### src/rtl/mcctl_fsm.sv
// rtl/mcctl_fsm.sv - multi-cycle main control FSM for the MIPS-subset datapath
// Optional addi support is compiled in with MCCTL_ADDI_EN.
module mcctl_fsm (
  input  logic       clk,
  input  logic       rst,
  input  logic [5:0] opcode,
  input  logic       mem_ready,
  output logic       mem_read,
  output logic       mem_write,
  output logic       iord,
  output logic       ir_write,
  output logic       pc_write,
  output logic       branch,
  output logic [1:0] pc_src,
  output logic       alu_src_a,
  output logic [1:0] alu_src_b,
  output logic [1:0] alu_op,
  output logic       reg_dst,
  output logic       mem_to_reg,
  output logic       reg_write,
  output logic       retire,
  output logic       illegal_op,
  output logic [3:0] state
);

  localparam logic [3:0] S_FETCH  = 4'd0;
  localparam logic [3:0] S_DECODE = 4'd1;
  localparam logic [3:0] S_MEMADR = 4'd2;
  localparam logic [3:0] S_MEMRD  = 4'd3;
  localparam logic [3:0] S_MEMWB  = 4'd4;
  localparam logic [3:0] S_MEMWR  = 4'd5;
  localparam logic [3:0] S_EXEC   = 4'd6;
  localparam logic [3:0] S_ALUWB  = 4'd7;
  localparam logic [3:0] S_BRANCH = 4'd8;
  localparam logic [3:0] S_ADDIEX = 4'd9;
  localparam logic [3:0] S_ADDIWB = 4'd10;
  localparam logic [3:0] S_JUMP   = 4'd11;

  localparam logic [5:0] OP_RTYPE = 6'b000000;
  localparam logic [5:0] OP_LW    = 6'b100011;
  localparam logic [5:0] OP_SW    = 6'b101011;
  localparam logic [5:0] OP_BEQ   = 6'b000100;
  localparam logic [5:0] OP_J     = 6'b000010;
  localparam logic [5:0] OP_ADDI  = 6'b001000;

  localparam logic [1:0] ALU_ADD   = 2'b00;
  localparam logic [1:0] ALU_SUB   = 2'b01;
  localparam logic [1:0] ALU_FUNCT = 2'b10;

  localparam logic [1:0] SRCB_B     = 2'b00;
  localparam logic [1:0] SRCB_FOUR  = 2'b01;
  localparam logic [1:0] SRCB_IMM   = 2'b10;
  localparam logic [1:0] SRCB_IMMSH = 2'b11;

  localparam logic [1:0] PCSRC_ALU    = 2'b00;
  localparam logic [1:0] PCSRC_ALUOUT = 2'b01;
  localparam logic [1:0] PCSRC_JUMP   = 2'b10;

  logic [3:0] state_q;
  logic [3:0] state_d;
  logic [3:0] dec_state;
  logic       op_known;

  assign state = state_q;

  always_comb begin
    case (opcode)
      OP_RTYPE, OP_LW, OP_SW, OP_BEQ, OP_J: op_known = 1'b1;
`ifdef MCCTL_ADDI_EN
      OP_ADDI:                              op_known = 1'b1;
`endif
      default:                              op_known = 1'b0;
    endcase
  end

  always_ff @(posedge clk) begin
    if (rst) begin
      state_q <= S_FETCH;
    end else begin
      state_q <= state_d;
    end
  end

  always_comb begin
    state_d = S_FETCH;
    case (state_q)
      S_FETCH:  state_d = mem_ready ? S_DECODE : S_FETCH;
      S_DECODE: begin
        case (opcode)
          OP_RTYPE:     state_d = S_EXEC;
          OP_LW, OP_SW: state_d = S_MEMADR;
          OP_BEQ:       state_d = S_BRANCH;
          OP_J:         state_d = S_JUMP;
`ifdef MCCTL_ADDI_EN
          OP_ADDI:      state_d = S_ADDIEX;
`endif
          default:      state_d = S_FETCH;
        endcase
      end
      // IR still holds the load/store opcode here, so it picks the memory direction.
      S_MEMADR: state_d = (opcode == OP_SW) ? S_MEMWR : S_MEMRD;
      S_MEMRD:  state_d = mem_ready ? S_MEMWB : S_MEMRD;
      S_MEMWB:  state_d = S_FETCH;
      S_MEMWR:  state_d = mem_ready ? S_FETCH : S_MEMWR;
      S_EXEC:   state_d = S_ALUWB;
      S_ALUWB:  state_d = S_FETCH;
      S_BRANCH: state_d = S_FETCH;
      S_JUMP:   state_d = S_FETCH;
`ifdef MCCTL_ADDI_EN
      S_ADDIEX: state_d = S_ADDIWB;
      S_ADDIWB: state_d = S_FETCH;
`endif
      default:  state_d = S_FETCH;
    endcase
  end

  // During reset the outputs present the FETCH decode, but nothing commits.
  assign dec_state = rst ? S_FETCH : state_q;

  always_comb begin
    mem_read   = 1'b0;
    mem_write  = 1'b0;
    iord       = 1'b0;
    ir_write   = 1'b0;
    pc_write   = 1'b0;
    branch     = 1'b0;
    pc_src     = PCSRC_ALU;
    alu_src_a  = 1'b0;
    alu_src_b  = SRCB_B;
    alu_op     = ALU_ADD;
    reg_dst    = 1'b0;
    mem_to_reg = 1'b0;
    reg_write  = 1'b0;
    retire     = 1'b0;
    illegal_op = 1'b0;
    case (dec_state)
      S_FETCH: begin
        mem_read  = 1'b1;
        alu_src_b = SRCB_FOUR;
        ir_write  = mem_ready & ~rst;
        pc_write  = mem_ready & ~rst;
      end
      S_DECODE: begin
        alu_src_b  = SRCB_IMMSH;
        illegal_op = ~op_known;
      end
      S_MEMADR: begin
        alu_src_a = 1'b1;
        alu_src_b = SRCB_IMM;
      end
      S_MEMRD: begin
        mem_read = 1'b1;
        iord     = 1'b1;
      end
      S_MEMWB: begin
        mem_to_reg = 1'b1;
        reg_write  = 1'b1;
        retire     = 1'b1;
      end
      S_MEMWR: begin
        mem_write = 1'b1;
        iord      = 1'b1;
        retire    = mem_ready;
      end
      S_EXEC: begin
        alu_src_a = 1'b1;
        alu_op    = ALU_FUNCT;
      end
      S_ALUWB: begin
        reg_dst   = 1'b1;
        reg_write = 1'b1;
        retire    = 1'b1;
      end
      S_BRANCH: begin
        alu_src_a = 1'b1;
        alu_op    = ALU_SUB;
        pc_src    = PCSRC_ALUOUT;
        branch    = 1'b1;
        retire    = 1'b1;
      end
      S_JUMP: begin
        pc_src   = PCSRC_JUMP;
        pc_write = 1'b1;
        retire   = 1'b1;
      end
`ifdef MCCTL_ADDI_EN
      S_ADDIEX: begin
        alu_src_a = 1'b1;
        alu_src_b = SRCB_IMM;
      end
      S_ADDIWB: begin
        reg_write = 1'b1;
        retire    = 1'b1;
      end
`endif
      default: ;
    endcase
  end

endmodule

### config.mk
export PLATFORM = sky130hd
export DESIGN_NAME = mcctl_fsm
export DESIGN_NICKNAME = d
export VERILOG_FILES = /design/src/rtl/mcctl_fsm.sv
export SDC_FILE = /design/constraint.sdc
export NUM_CORES = 1
export LEC_CHECK = 0
export CORE_MARGIN = 2
export CORE_UTILIZATION = 34
export DETAILED_ROUTE_END_ITERATION = 10
export GPL_ROUTABILITY_DRIVEN = 0
export MAX_ROUTING_LAYER = met4
export PLACE_DENSITY_LB_ADDON = 0.1
export SLEW_MARGIN = 20
export SYNTH_ARGS = -nofsm -noshare
export SYNTH_HDL_FRONTEND = slang
export SYNTH_SLANG_ARGS = --single-unit
### constraint.sdc
create_clock -name clk -period 1.8 [get_ports clk]
set_clock_uncertainty 0.05 [all_clocks]
set_input_delay 0.45 -clock clk [delete_from_list [all_inputs] [get_ports clk]]
set_output_delay 0.45 -clock clk [all_outputs]
set_load 0.05 [all_outputs]
==> results of run 1 <==
==> metrics by stage <==
| step | TNS, ns | utilization, % |
|---|---|---|
| global placement | -7.44 | 96.3 |
| detailed placement | -8.80 | 96.3 |
| floorplan | -1.32 | - |
==> cells by family after synthesis <==
| kind of cell | after synthesis | synth area share (%) |
|---|---|---|
| and+or+nand+nor | 39 | 45.7 |
| AOI/OAI and AO/OA | 15 | 21.5 |
| buffers and inverters | 10 | 12.0 |
| DFF | 4 | 17.0 |
| xor gates and xnor gates | 2 | 3.72 |
==> run_results.csv, run 1 <==
group,metric,value,unit
status,run_status,"stopped before the end",
status,stop_stage,"4_1_cts",
status,error_line,"[ERROR DPL-0038] Utilization greater than 100%, impossible to legalize",
synthesis,synth_area,470,um^2
synthesis,yosysWarnings,0,
synthesis,synthMostInstantiatedCell,"nor2_1",
floorplan,rows,13,
synthesis,yosys-top-cells-area,"dfxtp_1 (17%), nor2_1 (8.0%), nor3_1 (6.4%)",
placed_design,dp_cells,130,
placed_design,dp_hpwl,1.95,mm
synthesis,synth_top_area_share,17.0,%
floorplan,ios,31,
synthesis,synth_area_leader_cell,"dfxtp_1",
clocking,max-clock-path-buffers,2,
floorplan,initial_utilization,36.2,%
placed_design,port_buffers,30,
clocking,cts-resized-gates,46,
floorplan,dieWidth,41.2,um
floorplan,dieHeight,41.2,um
clocking,postCtsSetupRepairBufs,12,
synthesis,yosys_register_bits,4,
synthesis,avgSynthCellArea,6.72,um^2
synthesis,synth-seq-area-share,17.0,%
synthesis,synth_edf_count,0,
synthesis,syn_nets,79,
synthesis,syn_inst,70,
clocking,htreeDepth,1,
clocking,cts_root_buffer,"clkbuf_4",
clocking,cts.sinks,4,
clocking,numCtsBuffers,3,
synthesis,async_reset_ff_share,0,%
placed_design,placed_cell_area,1250,um^2
synthesis,synth-main-ff-cell,"dfxtp_1",
synthesis,synth.top_cells.by_count,"nor2_1 (10), nor3_1 (6)",
clocking,ctsHoldBuffers,0,
synthesis,ys_types,33,
placed_design,place_ws,-0.572,ns
==> inputs of run 2 (changes only) <==
Settings changed: CORE_AREA from default to 2 2 63 65, CORE_MARGIN 2 to default, CORE_UTILIZATION 34 to default, DIE_AREA from default to 0 0 65 67, MAX_ROUTING_LAYER met4 to default, PLACE_DENSITY_LB_ADDON 0.1 to 0.15.
==> run 2 against run 1 <==
Synthesized area stayed put. Synthesized cell count stayed put. The flow now finishes, with violations (negative setup slack).
==> run_results.csv, run 2 <==
group,metric,value,unit
clocking,htreeDepth,1,
synthesis,async_reset_ff_share,0,%
synthesis,yosys_register_bits,4,
pwr,power.internal,0.000332,W
cells_and_area,largest_register_ffs,4,
cells_and_area,n_antenna_cell,0,
floorplan,dieHeight,67,um
worst_setup_path,crit_arrival,1.45,ns
worst_setup_path,worstRegToRegCells,7,
worst_setup_path,criticalPathCategory,"input port to primary output",
timing,tightestPinTransition,0.380,ns
synthesis,synth_area_leader_cell,"dfxtp_1",
routing,wl_per_cell,11.4,um
placed_design,dp_cells,164,
synthesis,avgSynthCellArea,6.72,um^2
synthesis,synth.top_cells.by_count,"nor2_1 (10), nor3_1 (6)",
global_routing,grt_max_degree,10,
global_routing,grt_use_total,10.1,%
pwr,switchingPower,0.000138,W
timing,layout_min_cycle_time,1.95,ns
timing,setup_ws,-0.145,ns
cells_and_area,num-fill-cells,368,
clocking,numCtsBuffers,3,
cells_and_area,drive_gt1_share,75.4,%
pwr,p_per_area,302,nW/um^2
floorplan,ios,31,
status,run_status,"finished, violations left",
worst_setup_path,cp_max_fo,3,
global_routing,antenna_found_initial,0,
worst_hold_path,min_path_cells,3,
clocking,cts_root_buffer,"clkbuf_8",
floorplan,rows,22,
floorplan,core_region_area,3610,um^2
timing,timing.fmax,0.514,GHz
routing,vias,754,
cells_and_area,utilization,43.2,%
cells_and_area,final_common_cell,"buf_4",
cells_and_area,fin_nets,145,
pwr,leakage,0.620,nW
global_routing,grt_pass1_wl,3.35,mm
synthesis,synth-seq-area-share,17.0,%
timing,setup_viol,11,
cells_and_area,layout.area.seq,95.1,um^2
worst_setup_path,cp-start-kind,"input port",
timing,fin_tns_setup,-1.00,ns
routing,ant_nets,0,
synthesis,synth_top_area_share,17.0,%
clocking,clkSlewWorstSetupHoldPaths,0.03,ns
pwr,netSwitchingFraction,29.4,%
pwr,vdd_drop_max,198,uV
timing,rsz0062_at_grt,"true",
clocking,clock_latency,0.22,ns
floorplan,die_area,4360,um^2
status,violations,"negative setup slack",
clocking,max-clock-path-buffers,2,
placed_design,dp_hpwl,1.53,mm
timing,slew_headroom,74.4,%
routing,drtPass1Iterations,4,
cells_and_area,multiInputGateArea,532,um^2
job,cap_violations,0,
synthesis,yosysWarnings,0,
clocking,tritoncts,"done",
synthesis,syn_inst,70,
worst_hold_path,hold_path.class,"flop to flop",
cells_and_area,area_growth_syn_to_layout,231,%
timing,fin_hold_ws,0.602,ns
timing,hold_viol,0,
cells_and_area,final_cell_mix,"buf_4 (31), buf_12 (22), buf_6 (8)",
synthesis,synth_area,470,um^2
clocking,cts.sinks,4,
synthesis,synth-main-ff-cell,"dfxtp_1",
floorplan,dieWidth,65,um
clocking,ctsHoldBuffers,0,
synthesis,ys_types,33,
synthesis,synthMostInstantiatedCell,"nor2_1",
pwr,share_comb_of_total_power,41.0,%
routing,drt_iter0_drc,22,
synthesis,syn_nets,79,
synthesis,synth_edf_count,0,
worst_setup_path,crit_path_end_kind,"primary output",
placed_design,place_ws,-0.524,ns
timing,slew_viol_final,0,
routing,drc,0,
routing,vias_per_cell,4.14,
global_routing,globalRoute.totalOverflow,0,
pwr,clockPowerShare,39.4,%
global_routing,grt_pass1_vias,740,
worst_setup_path,crit_required,1.30,ns
timing,finalCritPeriodShare,108,%
placed_design,port_buffers,30,
floorplan,initial_utilization,13.0,%
pwr,seqPwrFrac,19.5,%
routing,wl,2.08,mm
cells_and_area,final_cells,182,
synthesis,yosys-top-cells-area,"dfxtp_1 (17%), nor2_1 (8.0%), nor3_1 (6.4%)",
## run 2: cell counts after synthesis
No cell type changed its count.
## run 2: cell type report
cell class                      instances  share of cell area [%]
Inverter                                4                   0.965
Sequential cell                         4                    6.11
Timing Repair Buffer                   67                    52.3
Clock buffer                            3                    2.65
Tap cell                               48                    3.86
Multi-Input combinational cell         56                    34.2
## run 2: cells by family after synthesis
family,Yosys count,share of synthesized area (%)
xor gates and xnor gates,2,3.72
AOI/OAI and AO/OA,15,21.5
buffers and inverters,10,12.0
DFF,4,17.0
and+or+nand+nor,39,45.7
## run 2: final timing paths
kind	end	startpoint	slack, ns
hold / removal	state[0]	state[0]	0.60
setup reg to reg	state[2]	state[3]	0.06
hold reg to reg	state[0]	state[0]	0.60
setup / recovery	illegal_op	opcode[3]	-0.15
## run 2: power by group through the flow
stage	Combinational, W	Clock, W	Sequential [W]
floorplan	0.0000775	0	0.0000959
global placement	0.000169	0	0.0000955
detailed placement	0.000169	0	0.0000956
CTS	0.000189	0.000194	0.0000917
global route	0.000205	0.000197	0.0000924
finish	0.000193	0.000185	0.0000917
## run 2: worst max-delay path: stages
cell     delay, ns
buf_6         0.09
or3_4         0.40
and2_4        0.16
o22ai_4       0.11
a21oi_4       0.08
buf_12        0.15
## run 2: timing repair
item	in CTS	in global routing
resized for setup	36	8
buffers inserted	13	3
hold endpoints to repair	0	0
pin swaps	14	11
setup endpoints to repair	22	18
## run 2: per-layer routing
layer / GRT usage, % / up-vias / part of all wire (%)
li1: - / 380 / -
met1: 11.5 / 342 / 41
met2: 18.7 / 32 / 52
met3: 2.03 / 0 / 7.2
met4: 3.19 / 0 / 0
met5: 0 / - / 0
## run 2: metrics by stage
| step | area (um^2) | total power, W |
|---|---|---|
| after global routing | 1560 | 0.000494 |
| after global placement | 1310 | 0.000264 |
| after detailed placement | 1310 | 0.000265 |
| final | 1560 | 0.000469 |
| after floorplan | 629 | 0.000173 |
| after CTS | 1500 | 0.000475 |
Note: power is estimated with default switching activity, not from simulation.
